[src/rtl/vending_pkg.sv]
// vending_pkg: coin encodings, values and FSM state type shared by the change dispenser
package vending_pkg;
    typedef enum logic [1:0] {NICKEL = 2'd0, DIME = 2'd1, QUARTER = 2'd2} coin_t;
    typedef enum logic [1:0] {S_IDLE, S_SELECT, S_EJECT, S_DONE} state_t;
    localparam int VAL_N = 5;
    localparam int VAL_D = 10;
    localparam int VAL_Q = 25;
    localparam logic [2:0] REQ_N = 3'b001;
    localparam logic [2:0] REQ_D = 3'b010;
    localparam logic [2:0] REQ_Q = 3'b100;
    function automatic int coin_value(coin_t c);
        return c == QUARTER ? VAL_Q : c == DIME ? VAL_D : VAL_N;
    endfunction
    function automatic logic [2:0] coin_onehot(coin_t c);
        return c == QUARTER ? REQ_Q : c == DIME ? REQ_D : REQ_N;
    endfunction
endpackage

[src/rtl/coin_select.sv]
// coin_select: greedy highest-value pick among coins that fit rem, are stocked and not jammed
module coin_select
    import vending_pkg::*;
#(
    parameter int AMT_W = 9,
    parameter int CNT_W = 8
) (
    input  logic [AMT_W-1:0] rem,
    input  logic [CNT_W-1:0] cnt_q,
    input  logic [CNT_W-1:0] cnt_d,
    input  logic [CNT_W-1:0] cnt_n,
    input  logic [2:0]       jam,
    output logic             sel_valid,
    output coin_t            sel_coin
);
    logic q_ok, d_ok, n_ok;

    always_comb begin
        q_ok      = rem >= AMT_W'(VAL_Q) && cnt_q != '0 && !jam[2];
        d_ok      = rem >= AMT_W'(VAL_D) && cnt_d != '0 && !jam[1];
        n_ok      = rem >= AMT_W'(VAL_N) && cnt_n != '0 && !jam[0];
        sel_valid = q_ok || d_ok || n_ok;
        sel_coin  = q_ok ? QUARTER : d_ok ? DIME : NICKEL;
    end
endmodule

[src/rtl/change_dispenser.sv]
// change_dispenser: pays out a cent amount as quarter/dime/nickel ejects with inventory and jam tracking
module change_dispenser
    import vending_pkg::*;
#(
    parameter int AMT_W  = 9,
    parameter int CNT_W  = 8,
    parameter int Q_INIT = 20,
    parameter int D_INIT = 20,
    parameter int N_INIT = 20,
    parameter int ACK_TO = 16
) (
    input  logic             clk,
    input  logic             rst_n,
    input  logic             change_valid,
    input  logic [AMT_W-1:0] change_amt,
    output logic             change_ready,
    output logic [2:0]       coin_req,
    input  logic             coin_ack,
    input  logic             refill_valid,
    input  logic [1:0]       refill_coin,
    input  logic [CNT_W-1:0] refill_qty,
    output logic             done,
    output logic [AMT_W-1:0] shortfall,
    output logic [2:0]       jam,
    output logic [CNT_W-1:0] inv_q,
    output logic [CNT_W-1:0] inv_d,
    output logic [CNT_W-1:0] inv_n
);
    localparam int TMR_W = $clog2(ACK_TO) + 1;
    localparam logic [CNT_W-1:0] INIT [3] = '{CNT_W'(N_INIT), CNT_W'(D_INIT), CNT_W'(Q_INIT)};

    state_t           state, state_nx;
    coin_t            cur, sel_coin;
    logic             sel_valid, ack_take, timeout;
    logic [AMT_W-1:0] rem;
    logic [TMR_W-1:0] tmr;
    logic [CNT_W-1:0] inv [3];
    logic [CNT_W-1:0] inv_nx [3];
    logic [CNT_W:0]   sum [3];
    logic [2:0]       jam_nx;

    assign inv_q = inv[QUARTER];
    assign inv_d = inv[DIME];
    assign inv_n = inv[NICKEL];

    coin_select #(.AMT_W(AMT_W), .CNT_W(CNT_W)) u_sel (
        .rem      (rem),
        .cnt_q    (inv[QUARTER]),
        .cnt_d    (inv[DIME]),
        .cnt_n    (inv[NICKEL]),
        .jam      (jam),
        .sel_valid(sel_valid),
        .sel_coin (sel_coin)
    );

    always_comb begin
        state_nx     = state;
        ack_take     = state == S_EJECT && coin_ack;
        timeout      = state == S_EJECT && !coin_ack && tmr == TMR_W'(ACK_TO - 1);
        change_ready = state == S_IDLE;
        done         = state == S_DONE;
        coin_req     = state == S_EJECT ? coin_onehot(cur) : 3'b000;
        case (state)
            S_IDLE:   state_nx = change_valid ? S_SELECT : S_IDLE;
            S_SELECT: state_nx = sel_valid ? S_EJECT : S_DONE;
            S_EJECT:  state_nx = (ack_take || timeout) ? S_SELECT : S_EJECT;
            default:  state_nx = S_IDLE;
        endcase
    end

    // refill and ack may hit the same counter in one cycle; widen by one bit and saturate
    always_comb begin
        for (int i = 0; i < 3; i++) begin
            sum[i]    = {1'b0, inv[i]}
                      + ((refill_valid && refill_coin == 2'(i)) ? {1'b0, refill_qty} : '0)
                      - ((ack_take && cur == coin_t'(i)) ? (CNT_W+1)'(1) : '0);
            inv_nx[i] = sum[i][CNT_W] ? '1 : sum[i][CNT_W-1:0];
            jam_nx[i] = (refill_valid && refill_coin == 2'(i)) ? 1'b0 :
                        (timeout && cur == coin_t'(i)) ? 1'b1 : jam[i];
        end
    end

    always_ff @(posedge clk or negedge rst_n) begin
        if (!rst_n) begin
            state     <= S_IDLE;
            cur       <= NICKEL;
            rem       <= '0;
            tmr       <= '0;
            shortfall <= '0;
            jam       <= '0;
            for (int i = 0; i < 3; i++) inv[i] <= INIT[i];
        end else begin
            state <= state_nx;
            jam   <= jam_nx;
            for (int i = 0; i < 3; i++) inv[i] <= inv_nx[i];
            if (state == S_IDLE && change_valid) rem <= change_amt;
            if (ack_take) rem <= rem - AMT_W'(coin_value(cur));
            if (state == S_SELECT) begin
                cur <= sel_coin;
                tmr <= '0;
            end
            if (state == S_SELECT && !sel_valid) shortfall <= rem;
            if (state == S_EJECT) tmr <= tmr + 1'b1;
        end
    end
endmodule
[config.mk]
export PLATFORM = sky130hd
export DESIGN_NAME = change_dispenser
export DESIGN_NICKNAME = d
export VERILOG_FILES = /design/src/rtl/vending_pkg.sv /design/src/rtl/coin_select.sv /design/src/rtl/change_dispenser.sv
export SDC_FILE = /design/constraint.sdc
export NUM_CORES = 1
export LEC_CHECK = 0
export ABC_AREA = 0
export BUFFER_PORTS_ARGS = -buffer_cell sky130_fd_sc_hd__buf_2
export CAP_MARGIN = 10
export CORE_MARGIN = 2
export CORE_UTILIZATION = 53
export DETAILED_ROUTE_END_ITERATION = 7
export GPL_TIMING_DRIVEN = 0
export PLACE_DENSITY = 0.75
export SLEW_MARGIN = 20
export SYNTH_ARGS = -nofsm -noshare
export SYNTH_HDL_FRONTEND = slang
export SYNTH_HIERARCHICAL = 1
export SYNTH_SLANG_ARGS = --single-unit
[constraint.sdc]
create_clock -name clk -period 9.34 [get_ports clk]
set_input_delay 1.868 -clock clk [delete_from_list [all_inputs] [get_ports clk]]
set_output_delay 1.868 -clock clk [all_outputs]
set_load 0.005 [all_outputs]
==> flow_summary.yaml <==
worst_setup_path:
  critPathMaxFanout: 9
  path_class: "in -> reg"
  cp.required_ns: 9.49
  cp_slowest_stage_delay_ns: 0.57
  crit_family: "adder cells"
  cp_slowest_cell: "xor2_1"
  cp-start-kind: "input port"
  worst_setup_path_end_kind: "flip-flop"
  cp_num_buf_inv: 3
  cp_cell_sequence: "buf_2, and3b_1, clkbuf_1, nand2_1, ha_1, inv_1, ha_1, fa_1, nand3_1, a21oi_1, and3b_1, xor2_1, o21ai_0"
  arrival_ns: 4.86
detailed_routing:
  vias_per_cell: 5.27
  num_vias: 3325
  wl_per_cell_um: 13.6
  routed_wl_um: 8570
  drcViolationCount: 0
  dr.first_iter.drc_count: 146
  first_pass_iters: 4
  antenna_left: 0
grt:
  gr-usage-all-layers_pct: 20.8
  grt_overflow: 0
  grt_max_degree: 55
  grt_pass1_vias: 3156
  antenna_found_initial: 0
  grt_pass1_wl_um: 14300
clocking:
  root_buffer: "clkbuf_8"
  clock_latency_ns: 0.32
  path_clk_slew_ns: 0.11
  cts_tree: "done"
  post_cts_buffers: 0
  cts_resized: 0
  cts_hold_buf: 0
  cts_sinks: 54
  cts.path.max_buffers: 2
  numCtsBuffers: 5
  htree_levels: 2
place:
  dp_cells: 623
  hpwl_um: 6790
  gp_congestion: 0.878
  port_buffers: 64
sta:
  drv_slew: 0
  rsz0062_at_grt: "false"
  relSlewSlack_pct: 51.8
  fmax_mhz: 212
  setup_viol: 0
  hold_viol: 0
  setup_tns_ns: 0
  worst_pin_slew_ns: 0.723
  period_share_pct: 50.4
  fin_crit_ns: 4.71
  finClkSkew_ns: 0.0127
synth:
  avgSynthCellArea_um2: 8.87
  synth_edf_count: 0
  yosysSeqAreaShare_pct: 33.3
  synth_seq_cells: 54
  async_flop_share_pct: 100
  yosysTopAreaCell: "dfrtp_1"
  synth.most_common_cell: "inv_1"
  synthTopCellsByArea: "dfrtp_1 29%, ha_1 19%, inv_1 7.5%"
  synth_cells: 460
  yosysUniqueCellTypes: 49
  ys.flop_type: "dfrtp_1"
  netlist.area_leader.share_pct: 29.4
  yosys-top-cells-count: "82 x inv_1, 63 x ha_1, 58 x nand2_1, 48 x dfrtp_1, 29 x o21ai_0"
  syn_area_mm2: 0.00408
  syn_nets: 551
  ys_warn_count: 6
floorplan:
  ioPinCount: 65
  die_x_um: 91.8
  dieArea_mm2: 0.00842
  fp-row-count: 31
  start_util_pct: 55.4
  core_mm2: 0.00737
  die_h_um: 91.8
power:
  clkPwrFrac_pct: 11.0
  internal_power_uw: 819
  ir_drop_uv: 209
  sequentialPowerShare_pct: 26.3
  p_per_area_mw_per_mm2: 325
  power_leakage_uw: 0.00247
  switching_share_pct: 45.8
  p_switching_uw: 693
  combPwrFrac_pct: 62.8
cells_and_area:
  num-fill-cells: 659
  diodes: 0
  drive_above_1_share_pct: 18.4
  syn2layout_area_growth_pct: 13.9
  final_nets: 622
  fin_cells: 631
min_path:
  hp-class: "reg -> reg"
run:
  maxCapViolCount: 0
status:
  outcome: "finished clean"
[metal layers]
layer / GRT usage [%] / routed length [µm] / vias up
li1: - / - / 1697
met1: 26.5 / 3900 / 1547
met2: 37.7 / 4230 / 72
met3: 2.79 / 335 / 9
met4: 4.73 / 104 / 0
met5: 0 / 0 / -
[power groups by stage]
stage          clock network (µW)  registers, µW  logic, µW
5_1_grt                       178            409       1090
4_1_cts                       170            397        954
2_1_floorplan                   0            386        731
3_3_place_gp                    0            400        916
6_report                      166            397        949
3_5_place_dp                    0            402        947
[worst register-to-register path: stages (launching register included)]
cell and delay (ns):
dfrtp_1 0.42, inv_1 0.13, ha_1 0.34, clkbuf_1 0.35, and3_1 0.25, ha_1 0.14, inv_1 0.04, ha_1 0.21
fa_1 0.42, nand3_1 0.13, a21oi_1 0.07, and3b_1 0.22, xor2_1 0.48, o21ai_0 0.18
[registers in the layout (all words and copies together), names as in the netlist]
signal	count
cur	2
inv_n	8
rem	9
state	2
inv_d	8
inv_q	8
jam	3
shortfall	9
tmr	5
[cell usage in the layout (no fill, tap or decap), types with 3 or more instances in the layout]
cell type / count
and3_1: 4
nor2b_1: 4
clkbuf_8: 5
a211oi_1: 7
nand3_1: 13
o21bai_1: 3
mux2_2: 10
nand2_1: 58
nor3_1: 4
o21ai_0: 29
dfrtp_1: 48
a21oi_1: 18
fa_1: 4
a21o_1: 8
inv_1: 82
buf_2: 63
xnor2_1: 8
a31oi_1: 7
nor4_1: 7
nand2b_1: 10
nand4_1: 3
ha_1: 63
clkbuf_1: 5
nor2_1: 13
and3b_1: 4
xor2_1: 12
dfstp_2: 6
[metrics by stage]
stage | setup slack, ns | hold slack, ns | total power [µW] | util, % | area (µm²)
CTS | 4.40 | 0.503 | 1520 | 63.0 | 4640
floorplan | 4.86 | 0.473 | 1120 | - | 4080
global placement | 4.13 | 0.462 | 1320 | 61.4 | 4530
detailed placement | 4.07 | 0.477 | 1350 | 61.4 | 4530
global route | 4.47 | 0.531 | 1680 | 63.1 | 4650
finish | 4.63 | 0.497 | 1510 | 63.1 | 4650
[final cells by class]
type                    count  area, µm²  share of cell area (%)
clock inverters             3       47.5                    1.02
well taps                  99        124                    2.66
multi-input cells         318       2390                    51.5
plain buffers               6       26.3                   0.565
inverters                  82        308                    6.62
clock buffers               5       68.8                    1.48
flip-flops and latches     54       1360                    29.2
repair buffers             64        323                    6.94
[final timing paths]
path | slack [ns] | cells past startpoint | endpoint | startpoint
setup / recovery | 4.63 | 13 | inv_q[3] | refill_coin[0]
max in group asynchronous | 7.26 | 1 | inv_d[5] | rst_n
min in group asynchronous | 1.58 | 1 | inv_n[6] | rst_n
hold reg to reg | 0.50 | 2 | shortfall[1] | shortfall[1]
hold / removal | 0.50 | 2 | shortfall[1] | shortfall[1]
setup reg to reg | 5.83 | 13 | inv_d[3] | state[0]
[cells by family after synthesis]
logic type      synth area share (%)
simple gates                    16.6
buf+inv                         8.19
compound gates                  13.1
fa+ha+maj                       21.3
flops                           33.3
xor+xnor                        4.29
mux                             3.25
(Power assumes the default switching activity.)
